<file path="config.mk">
export PLATFORM = sky130hd
export DESIGN_NAME = instr_fetch_unit
export DESIGN_NICKNAME = d
export VERILOG_FILES = /design/src/rtl/fetch_pkg.sv /design/src/rtl/fetch_timeout_counter.sv /design/src/rtl/instr_fetch_unit.sv
export SDC_FILE = /design/constraint.sdc
export NUM_CORES = 1
export LEC_CHECK = 0
export BUFFER_PORTS_ARGS = -buffer_cell sky130_fd_sc_hd__buf_2
export CAP_MARGIN = 20
export CORE_MARGIN = 2
export CORE_UTILIZATION = 40
export CTS_CLUSTER_SIZE = 12
export DETAILED_ROUTE_END_ITERATION = 10
export PLACE_DENSITY = 0.71
export SETUP_SLACK_MARGIN = 0.1
export SYNTH_ARGS = -nofsm -noshare
export SYNTH_HDL_FRONTEND = slang
export SYNTH_SLANG_ARGS = --single-unit
</file>
<file path="constraint.sdc">
create_clock -name clk -period 3.11 [get_ports clk]
set_clock_uncertainty 0.2 [all_clocks]
set_input_delay 0.622 -clock clk [delete_from_list [all_inputs] [get_ports clk]]
set_output_delay 0.622 -clock clk [all_outputs]
set_load 0.02 [all_outputs]
</file>
<file path="src/rtl/fetch_pkg.sv">
// Shared types and constants for the instruction fetch stage.
package fetch_pkg;

  localparam int unsigned XLEN = 32;

  // Error cause encodings reported on err_cause.
  localparam logic [1:0] ERR_NONE     = 2'b00;
  localparam logic [1:0] ERR_TIMEOUT  = 2'b01;
  localparam logic [1:0] ERR_MISALIGN = 2'b10;

  typedef enum logic [2:0] {
    StFetch,
    StWaitMem,
    StDeliver,
    StWaitNpc,
    StHalted,
    StError
  } fetch_state_t;

endpackage

</file>
<file path="src/rtl/fetch_timeout_counter.sv">
// 8-bit wait counter for outstanding instruction memory reads.
// expired flags the cycle whose increment brings the count to TIMEOUT_CYCLES,
// so the FSM leaves on the edge that ends the TIMEOUT_CYCLES-th wait cycle.
module fetch_timeout_counter #(
  parameter int unsigned TIMEOUT_CYCLES = 255
) (
  input  logic clk,
  input  logic rst,
  input  logic clr,
  input  logic en,
  output logic expired
);

  localparam logic [7:0] Limit = 8'(TIMEOUT_CYCLES);

  logic [7:0] count_q;
  logic [7:0] count_d;

  // Next count: clear has priority over increment.
  always_comb begin
    count_d = count_q;
    if (clr) begin
      count_d = 8'd0;
    end else if (en) begin
      count_d = count_q + 8'd1;
    end
  end

  // Count register.
  always_ff @(posedge clk or negedge rst) begin
    if (!rst) begin
      count_q <= 8'd0;
    end else begin
      count_q <= count_d;
    end
  end

  // Flag the increment that reaches the limit.
  always_comb begin
    expired = en && !clr && (count_d == Limit);
  end

endmodule

</file>
<file path="src/rtl/instr_fetch_unit.sv">
// Multi-cycle instruction fetch stage: owns the PC, issues single word reads,
// hands the instruction to decode, then waits for the resolved next PC.
module instr_fetch_unit
  import fetch_pkg::*;
#(
  parameter logic [31:0] RESET_PC       = 32'h0000_0000,
  parameter int unsigned TIMEOUT_CYCLES = 255
) (
  input  logic        clk,
  input  logic        rst,
  output logic        imem_req,
  output logic [31:0] imem_addr,
  input  logic        imem_rvalid,
  input  logic [31:0] imem_rdata,
  output logic        instr_valid,
  output logic [31:0] instr,
  output logic [31:0] instr_pc,
  input  logic        instr_ready,
  output logic [31:0] pc_plus4,
  input  logic [31:0] next_pc,
  input  logic        next_pc_valid,
  input  logic        halt,
  output logic        fetch_err,
  output logic [1:0]  err_cause
);

  fetch_state_t state_q, state_d;

  logic [XLEN-1:0] pc_q, pc_d;
  logic [XLEN-1:0] instr_q, instr_d;
  logic            imem_req_q, imem_req_d;
  logic            instr_valid_q, instr_valid_d;
  logic            fetch_err_q, fetch_err_d;
  logic [1:0]      err_cause_q, err_cause_d;

  logic cnt_clr;
  logic cnt_en;
  logic cnt_expired;

  fetch_timeout_counter #(
    .TIMEOUT_CYCLES(TIMEOUT_CYCLES)
  ) u_timeout (
    .clk    (clk),
    .rst    (rst),
    .clr    (cnt_clr),
    .en     (cnt_en),
    .expired(cnt_expired)
  );

  // Counter runs only while a read is outstanding and unanswered.
  always_comb begin
    cnt_en  = (state_q == StWaitMem) && !imem_rvalid;
    cnt_clr = !cnt_en;
  end

  // State and datapath registers.
  always_ff @(posedge clk or negedge rst) begin
    if (!rst) begin
      state_q       <= StFetch;
      pc_q          <= RESET_PC;
      instr_q       <= '0;
      imem_req_q    <= 1'b0;
      instr_valid_q <= 1'b0;
      fetch_err_q   <= 1'b0;
      err_cause_q   <= ERR_NONE;
    end else begin
      state_q       <= state_d;
      pc_q          <= pc_d;
      instr_q       <= instr_d;
      imem_req_q    <= imem_req_d;
      instr_valid_q <= instr_valid_d;
      fetch_err_q   <= fetch_err_d;
      err_cause_q   <= err_cause_d;
    end
  end

  // Next-state logic.
  always_comb begin
    state_d = state_q;
    unique case (state_q)
      // After reset the strobe is still low, so FETCH waits one cycle to issue it.
      StFetch: begin
        if (imem_req_q) state_d = StWaitMem;
      end
      StWaitMem: begin
        if (imem_rvalid)      state_d = StDeliver;
        else if (cnt_expired) state_d = StError;
      end
      StDeliver: begin
        if (instr_valid_q && instr_ready) state_d = StWaitNpc;
      end
      StWaitNpc: begin
        if (halt)                                        state_d = StHalted;
        else if (next_pc_valid && (next_pc[1:0] != 2'b00)) state_d = StError;
        else if (next_pc_valid)                          state_d = StFetch;
      end
      StHalted: begin
        if (!halt) state_d = StWaitNpc;
      end
      StError: begin
        state_d = StError;
      end
      default: begin
        state_d = StError;
      end
    endcase
  end

  // Registered output and datapath next values.
  always_comb begin
    imem_req_d    = (state_d == StFetch);
    instr_valid_d = (state_d == StDeliver);
    fetch_err_d   = (state_d == StError);
    err_cause_d   = err_cause_q;
    instr_d       = instr_q;
    pc_d          = pc_q;

    if ((state_q == StWaitMem) && imem_rvalid) begin
      instr_d = imem_rdata;
    end
    if ((state_q == StWaitNpc) && (state_d == StFetch)) begin
      pc_d = next_pc;
    end
    // Latch only the first cause; ERROR is terminal so it never changes afterwards.
    if ((state_q != StError) && (state_d == StError)) begin
      err_cause_d = (state_q == StWaitMem) ? ERR_TIMEOUT : ERR_MISALIGN;
    end
  end

  assign imem_req    = imem_req_q;
  assign imem_addr   = pc_q;
  assign instr_valid = instr_valid_q;
  assign instr       = instr_q;
  assign instr_pc    = pc_q;
  assign pc_plus4    = pc_q + 32'd4;
  assign fetch_err   = fetch_err_q;
  assign err_cause   = err_cause_q;

endmodule

</file>
-- Word-level counts from Yosys, hierarchy flattened
Cells that the tools add are included.
- bitwise gates (word level): 0
- equal/unequal tests: 8
- order comparisons: 0
- shifts and indexed selects: 0
- multipliers: 0
- reductions and logical operators: 11
- div/mod/pow operators: 0
- mux-type cells: 11
- $add $sub $neg: 2
- operators with widths (operator ; number):
    $add 32x3->32 const B ; 1
    $mux 3 ; 8
    $pmux 3 s5 ; 1
    $eq 3x2->1 const B ; 3
    $add 8x1->8 const B ; 1
    $eq 8x8->1 const B ; 1
    $mux 8 ; 1
    $logic_and 1x1->1 ; 7
    $eq 3x3->1 const B ; 2
    $logic_not 3->1 ; 2
    $eq 3x1->1 const B ; 1
    $ne 3x3->1 const B ; 1
    $mux 2 ; 1
    $reduce_bool 2->1 ; 1
    $logic_not 1->1 ; 1
- memory bits (writable): 0
- register bits: 80
- bits in latches: 0
- output and inout bits: 133
- word-level logic and storage cells: 40
- memories kept: 0
- input port bits: 70
- bits in read-only memories: 0

-- Longest topological paths before layout
Gate-level depths: netlist of run 1.
- word-level depth: 10
- gate-level depth with buffers: 7
- gate-level depth less buffers: 6

-- Cells and area by module
A second synthesis of run 1 with hierarchy kept.
- cells, all modules: 338
- area total of the unflattened synthesis: 4103.9 um^2
- modules (own cells, without submodules) (module ; seq. area each (um^2) ; cells an instance ; area an instance (um^2) ; times used):
    instr_fetch_unit ; 1801.7 ; 295 ; 3652.3 ; 1
    fetch_timeout_counter ; 200.2 ; 43 ; 451.7 ; 1

-- Worst setup path after synthesis of run 1
No wires, ideal clock.
- path type: reg-to-output
- start point: register pc_q[9] (netlist: imem_addr[9])
- end point: output pc_plus4[31]
- arrival: 2.080 ns
- required time: 2.288 ns
- setup slack: 0.208 ns
- cell stages (with the launch flop): 6
- cells stage by stage: dfrtp_1 nand4_2 nor4_4 or3b_1 nor4_2 xor2_1
- word-level cells in the longest chain between the ends: 1
- ends and longest elaborated chain (what ; line ; text):
    start: declaration ; instr_fetch_unit.sv:29 ; logic [XLEN-1:0] pc_q, pc_d;
    start signal: assignment ; instr_fetch_unit.sv:68 ; pc_q <= pc_d;
    $add 32x3->32 ; instr_fetch_unit.sv:135 ; assign pc_plus4 = pc_q + 32'd4;
    end: declaration ; instr_fetch_unit.sv:19 ; output logic [31:0] pc_plus4,
Every way passes these cells.

-- Worst setup path in the final report of run 1
- start point: register pc_q[18] (netlist: imem_addr[18])
- end point: output pc_plus4[31]
The elaborated chain is that of the path after synthesis.

==> results.md, run 1 <==
Worst setup path:
- For the worst setup path, the data arrival time is 2150 ps.
- The critical path in this run is classified as reg -> out.
- The critical path ends at pc_plus4[31].
- The startpoint class of the critical path is a flip-flop.
- Tracing the worst setup path back leads to its startpoint at imem_addr[18]$_DFFE_PN0P_.
- The worst register-to-register path begins at state_q[1]$_DFF_PN0_.
- The cell depth of the worst flop-to-flop path is 5.
- The worst setup path is captured at a primary output.
- The setup check on the worst reg-to-reg path leaves a slack of 700 ps.
- The data required time at the worst endpoint is 2290 ps.
- Of all nets on the critical path, the largest fanout is 3.
- The worst register-to-register path ends at fetch_err$_DFF_PN0_.

Synth:
- In this run the cell area of the synthesized design comes to 4105 µm².
- The cell count after synthesis is 350.
- The Yosys step of the flow raised 0 warnings.
- The net count after synthesis is 422.
- After synthesis the netlist holds a flip-flop and latch count of 80.
- For this run, the register share of the synthesized area comes to 0.4877.
- The mean post-synth cell area is 11.73 µm².
- The distinct cell type count after synthesis is 52.
- The share of synthesized registers carrying an async set or reset is 1.000.
- For this run, the leading register cell type out of synthesis is dfrtp_1.
- The number of enable flip-flop cells after synthesis is 0.

Placed design:
- Before CTS, the worst setup slack after placement is 285.9 ps.
- The number of buffers inserted by port buffering is 202.
- In this run, placement finished with an instance count of 651.
- The routability congestion estimate is 0.8446.
- The placed wire-length estimate after detailed placement is 7803 µm.
- The placement-stage cell area is 5100 µm².

CTS:
- The H-tree generated during clock tree synthesis spans 3 levels.
- The register clock-pin slew on the reported worst setup and hold paths is 80 ps.
- The clock root buffer is clkbuf_8.
- Clock latency on the worst-skew pair, taken at its later pin, is 340 ps.
- The number of sinks driven by the clock tree is 80.
- The maximum buffer depth of the clock tree is 2.
- The CTS buffer count is 9.
- The clock tree from TritonCTS is yes.

Global routing:
- The number of antenna violations at the first check in global routing is 0.
- The overall global routing resource usage is 0.1884.
- The maximum number of pins on one net before global-route repair is 44.
- The total overflow reported by the global router is 0.
- The first global-routing pass estimated 16690 µm of wire.
- The via count of the first global-routing pass is 3399.

Die:
- The starting utilization of the core area is 0.4162.
- The die width is 105.3 µm.
- The total area inside the core boundary comes to 9864 µm².
- The floorplan die area is 11090 µm².
- The floorplan has 36 rows.
- The die is 105.3 µm tall.
- In this run the count of I/O pins placed on the die edge is 203.

Hold path:
- The path class of the tightest hold or removal check is in -> async.

Drt:
- The total wire length after detailed routing is 10410 µm.
- The via count normalized by instance count is 4.922.
- The violation count after the first detailed-route iteration is 193.
- Before antenna repair, the detailed router went through 4 iterations.
- The post-detailed-route wirelength per cell is 15.27 µm.
- The remaining antenna violation count after routing is 0.
- Across all layers, the routed design uses 3357 vias.
- After detailed routing, the number of remaining DRC violations is 0.

Layout:
- The library cell used most frequently in the layout, excluding fill and tap cells, is buf_2.
- The number of nets in the finished design is 616.
- In the final layout, the share of cells above drive strength 1 is 0.5974.
- For this run, the number of standard cells in the final layout without fillers is 682.
- The final non-filler cell area is 5465 µm².
- Relative to the synthesized area, the layout overhead comes to 33.13%.
- In the layout the commonest cells are buf_2, dfrtp_1, mux2_2, buf_4, xnor2_1.
- At the end of the flow the core is filled with cells to 0.5540.
- The final antenna diode count is 0.

Flow run:
- The number of max-cap violations is 0.

STA:
- The number of pins exceeding their max-slew limit in the final report is 0.
- The normalized max-slew margin is 0.6705.
- The slew at the pin closest to its max-slew limit is 494.2 ps.
- Across all hold checks on the routed design, the worst slack comes to 32.61 ps.
- The final cycle utilization of the critical path is 0.9543.
- After layout, the worst setup slack is 142.2 ps.
- The number of hold-slack violations in the final timing report is 0.
- Counting I/O delays and the setup requirement, the final critical path takes 2968 ps.
- The peak clock frequency supported by timing is 336.9 MHz.
- The final setup violation count is 0.
- After routing, the total negative slack on setup checks comes to 0 ps.
- Setup repair after global routing could not meet its margin everywhere.

Outcome:
- The flow ran to the end, and the final reports show no timing, DRC or antenna violations.

Power and ir drop:
- Power comes to 5.845 mW.
- Power spread over the standard cell area amounts to 1070 nW/µm².
- The static leakage power is 2.865 nW.
- The worst ir drop on vdd is 0.5196 mV.
==> worst min path at each step <==
stage	cells past startpoint	from	to	slack (ps)
floorplan	0	rst	err_cause[0]$_DFFE_PN0P_	130
global placement	1	instr[2]$_DFFE_PN0P_	instr[2]$_DFFE_PN0P_	290
detailed placement	1	instr[21]$_DFFE_PN0P_	instr[21]$_DFFE_PN0P_	290
CTS	1	rst	fetch_err$_DFF_PN0_	40
global route	1	rst	err_cause[0]$_DFFE_PN0P_	50
finish	1	rst	err_cause[0]$_DFFE_PN0P_	30
==> cell usage after synthesis (all sizes together) (3+ instances only) <==
library cell	count	area, µm²
nand2b	3	18.77
clkbuf	7	26.28
xnor2	18	157.7
and3	5	31.28
buf	38	274.0
nand2	16	60.06
nor3	6	35.03
a21oi	5	25.02
nor4	3	55.05
nor2b	3	18.77
nor2	16	62.56
xor2	13	113.9
dfrtp	80	2002
nand4	7	50.05
nand3	12	60.06
mux2	63	709.4
o21ai	6	30.03
and2	6	37.54
inv	11	41.29
==> repair_timing <==
action	CTS	global route
resized for setup	16	10
hold buffers	0	0
buffers inserted	11	4
pin swaps	4	4
endpoints found under the setup margin	11	14
==> worst max-delay path, cell delays in order, from the launching register on <==
cell     delay, ps
dfrtp_2        370
nand4_1        160
nor4_4         340
or3b_4         450
nor4_4         150
xor2_1         170
buf_4          160
==> cells by family after synthesis <==
kind of cell | count (synthesis) | share of synthesized area
flops | 80 | 0.4877
mux | 64 | 0.1753
compound gates | 25 | 0.04542
xor+xnor | 31 | 0.06614
fa+ha+maj | 2 | 0.006095
simple gates | 92 | 0.1362
buf+inv | 56 | 0.08320
==> layout make-up <==
cell class / instances / area [µm²]
tap: 133 / 166.4
inverter: 11 / 41.29
multi-input combinational: 214 / 1836
fill: 887 / 4399
timing repair buffer: 228 / 1234
clock buffer: 11 / 141.4
clock inverter: 5 / 32.53
sequential: 80 / 2014
==> state kept, by name, indices dropped and copies added (netlist names) <==
name               count
imem_addr             32
instr                 32
u_timeout.count_q      8
state_q                3
err_cause              2
fetch_err              1
imem_req               1
instr_valid            1
==> routing by layer <==
metal / vias up / track usage / wire [µm]
li1: 1576 / - / -
met1: 1640 / 0.2186 / 4193
met2: 131 / 0.3516 / 5510
met3: 10 / 0.04886 / 640
met4: 0 / 0.03143 / 68
met5: - / 0 / 0
==> power breakdown <==
| part | internal [mW] | switching, mW | leakage (nW) |
|---|---|---|---|
| Clock | 0.309 | 0.368 | 0.0813 |
| Sequential | 1.50 | 0.406 | 1.00 |
| Combinational | 1.31 | 1.95 | 1.78 |
Power figures use the tool's default switching activity.
==> run 2, diff against run 1 <==
--- a/config.mk
+++ b/config.mk
@@ -11,7 +11,7 @@
 export CORE_UTILIZATION = 40
 export CTS_CLUSTER_SIZE = 12
 export DETAILED_ROUTE_END_ITERATION = 10
-export PLACE_DENSITY = 0.71
+export PLACE_DENSITY = 0.78
 export SETUP_SLACK_MARGIN = 0.1
 export SYNTH_ARGS = -nofsm -noshare
 export SYNTH_HDL_FRONTEND = slang
==> run 2 against run 1 <==
  * Die area is the same
  * Worst setup slack lost 70 ps
  * Utilization hardly changed
  * Critical path depth did not move
  * Via count is 2.0% lower
  * Fmax fell by 2.3%
==> results.md, run 2 (synthesis results as in run 1) <==
Outcome:
- The run finished with clean final reports.

CTS:
- The number of sinks driven by the clock tree is 80.
- The CTS buffer count is 9.
- The latest clock arrival within the worst-skew pair is 350 ps.
- The tree is rooted in a clkbuf_8.
- In this run the deepest clock path goes through 2 buffers.
- The clock tree from TritonCTS is yes.
- The register clock-pin slew on the reported worst setup and hold paths is 80 ps.
- The hold buffer count at CTS is 0.
- The maximum level of the CTS H-tree is 3.

Global routing:
- Summed over all layers, the global routing overflow is 0.
- In the global route stage, overall resource usage came out at 0.1886.
- In the global route stage, met3 resource usage came out at 0.04205.
- The first global-routing pass estimated 16530 µm of wire.
- The number of antenna violations at the first check in global routing is 0.
- The layer flagged by global routing as most heavily used is met2.
- The via count of the first global-routing pass came to 3283.
- The global routing usage on met1 is 0.2147.
- Entering global routing, the biggest net connects 81 pins.
- For this run, global-route usage on met2 was measured as 0.3493.

Layout:
- Counting the fill cells in the layout gives 835.
- The multi-input combinational cells in the finished layout cover a total of 1843 µm².
- The signed area change from the synthesized netlist to the final layout is 33.16%.
- The share of the core filled with cells in the final layout is 0.5542.
- Leaving out fill and tap cells, the most frequent cells in the layout are buf_2, dfrtp_1, mux2_2, buf_4, xnor2_1.
- In the final layout, the share of cells above drive strength 1 is 0.5974.
- The number of nets in the finished design is 611.
- The most common cell after layout, fill and taps aside is buf_2.
- 0 antenna diodes ended up in the layout.
- The flip-flop and latch area is 2014 µm².

STA:
- The accumulated negative setup slack is 0 ps.
- The number of pins exceeding their max-slew limit in the final report was 0.
- The normalized max-slew margin is 0.6491.
- The final cycle utilization of the critical path is 0.9767.
- The number of hold-slack violations in the final timing report is 0.
- The slew at the pin closest to its max-slew limit is 526.3 ps.
- The peak clock frequency supported by timing is 329.2 MHz.
- Setup repair after global routing could not meet its margin everywhere.
- Counting I/O delays and the setup requirement, the final critical path takes 3037 ps.
- The final setup violation count is 0.

Worst setup path:
- The data required time at the worst endpoint is 2290 ps.
- The register-to-register setup slack is 650 ps.
- The top fanout value on the critical path is 4.
- The worst setup path category is reg -> out.
- The category of the worst setup path capture point is a primary output.
- The worst register-to-register path begins at state_q[2]$_DFF_PN0_.
- The data arrival time of the critical path is 2220 ps.
- STA classifies the critical path startpoint as a flip-flop.
- The worst register-to-register path ends at err_cause[1]$_DFFE_PN0P_.
- The beginning of the critical path is imem_addr[10]$_DFFE_PN0P_.
- For the worst flop-to-flop path, the logic depth is 5.

Die:
- The number of cell rows is 36.
- The I/O pin count is 203.
- The floorplan die area is 11090 µm².
- For this configuration, the core starts out at a cell density of 0.4162.
- From left edge to right edge, the die measures 105.3 µm.
- The die boundary height is 105.3 µm.
- The core region is 9864 µm².

Drt:
- Across all layers, the routed design uses 3289 vias.
- The DRC violation count after routing is 0.
- The remaining antenna violation count after routing is 0.
- The via count normalized by instance count is 4.858.
- After the first detailed-routing iteration, the DRC count stood at 178.
- The number of search-and-repair iterations in the first detailed-routing pass is 4.
- The post-detailed-route wirelength per cell is 15.28 µm.
- The final layout contains routed wiring with a total length of 10350 µm.

Flow run:
- Max-cap violations in this run came to 0.

Power and ir drop:
- For this design the ratio of total power to cell area is 1073 nW/µm².
- IR analysis of the VDD net gives a maximum drop of 0.5043 mV.
- The static leakage power is 2.857 nW.

Placed design:
- Port buffering added 202 buffers.
- Summed over all nets, the half-perimeter wirelength after detailed placement is 7627 µm.
- The routability congestion estimate is 0.8122.

Hold path:
- In this run the worst hold path is classified as in -> async.
==> run 2: critical path, stage by stage, from the launching register on <==
cell and delay [ps]:
dfrtp_2 390, nand4_4 130, nor4_4 380, or3b_4 490, nor4_4 160, xor2_1 160
buf_4 160
==> run 2: per-layer routing <==
metal	vias to the layer above	wire length, µm
met5	-	0
met4	0	143
met3	11	552
met2	117	5612
met1	1600	4038
li1	1561	-
==> run 2: cell type report <==
class	instances	area share
multi-input cells	214	0.3371
repair buffers	223	0.2206
clock buffers	10	0.02335
inverters	11	0.007553
clock inverters	6	0.01236
flip-flops and latches	80	0.3685
well taps	133	0.03044
==> run 2: stage by stage <==
step | setup slack (ps) | hold slack [ps] | cells | total power [mW] | instance area [µm²]
after global placement | 248.7 | 283.2 | 647 | 4.914 | 5057
after detailed placement | 214.0 | 289.4 | 647 | 4.991 | 5057
after floorplan | 208.4 | 126.4 | 350 | 4.106 | 4105
final | 72.51 | 26.16 | 677 | 5.865 | 5466
after global routing | -65.83 | 25.64 | 677 | 6.226 | 5466
after CTS | 56.82 | 272.1 | 672 | 5.867 | 5364
==> run 2: timing repair <==
item,4_1_cts,5_1_grt
endpoints found under the setup margin,9,14
endpoints found under the hold margin,0,0
pin swaps,5,5
buffers inserted,9,4
gates resized for setup,12,18
==> run 2: how the worst max path moves through the flow <==
| stage | to | cells after the start |
|---|---|---|
| final | pc_plus4[31] | 6 |
| after floorplan | pc_plus4[31] | 5 |
| after global routing | pc_plus4[31] | 6 |
| after detailed placement | pc_plus4[31] | 6 |
| after CTS | pc_plus4[31] | 6 |
| after global placement | pc_plus4[31] | 6 |
==> run 2: report_power, final <==
group	total (mW)	internal [mW]	switching (mW)
Sequential	1.94	1.50	0.443
Combinational	3.15	1.29	1.86
Clock	0.769	0.376	0.394
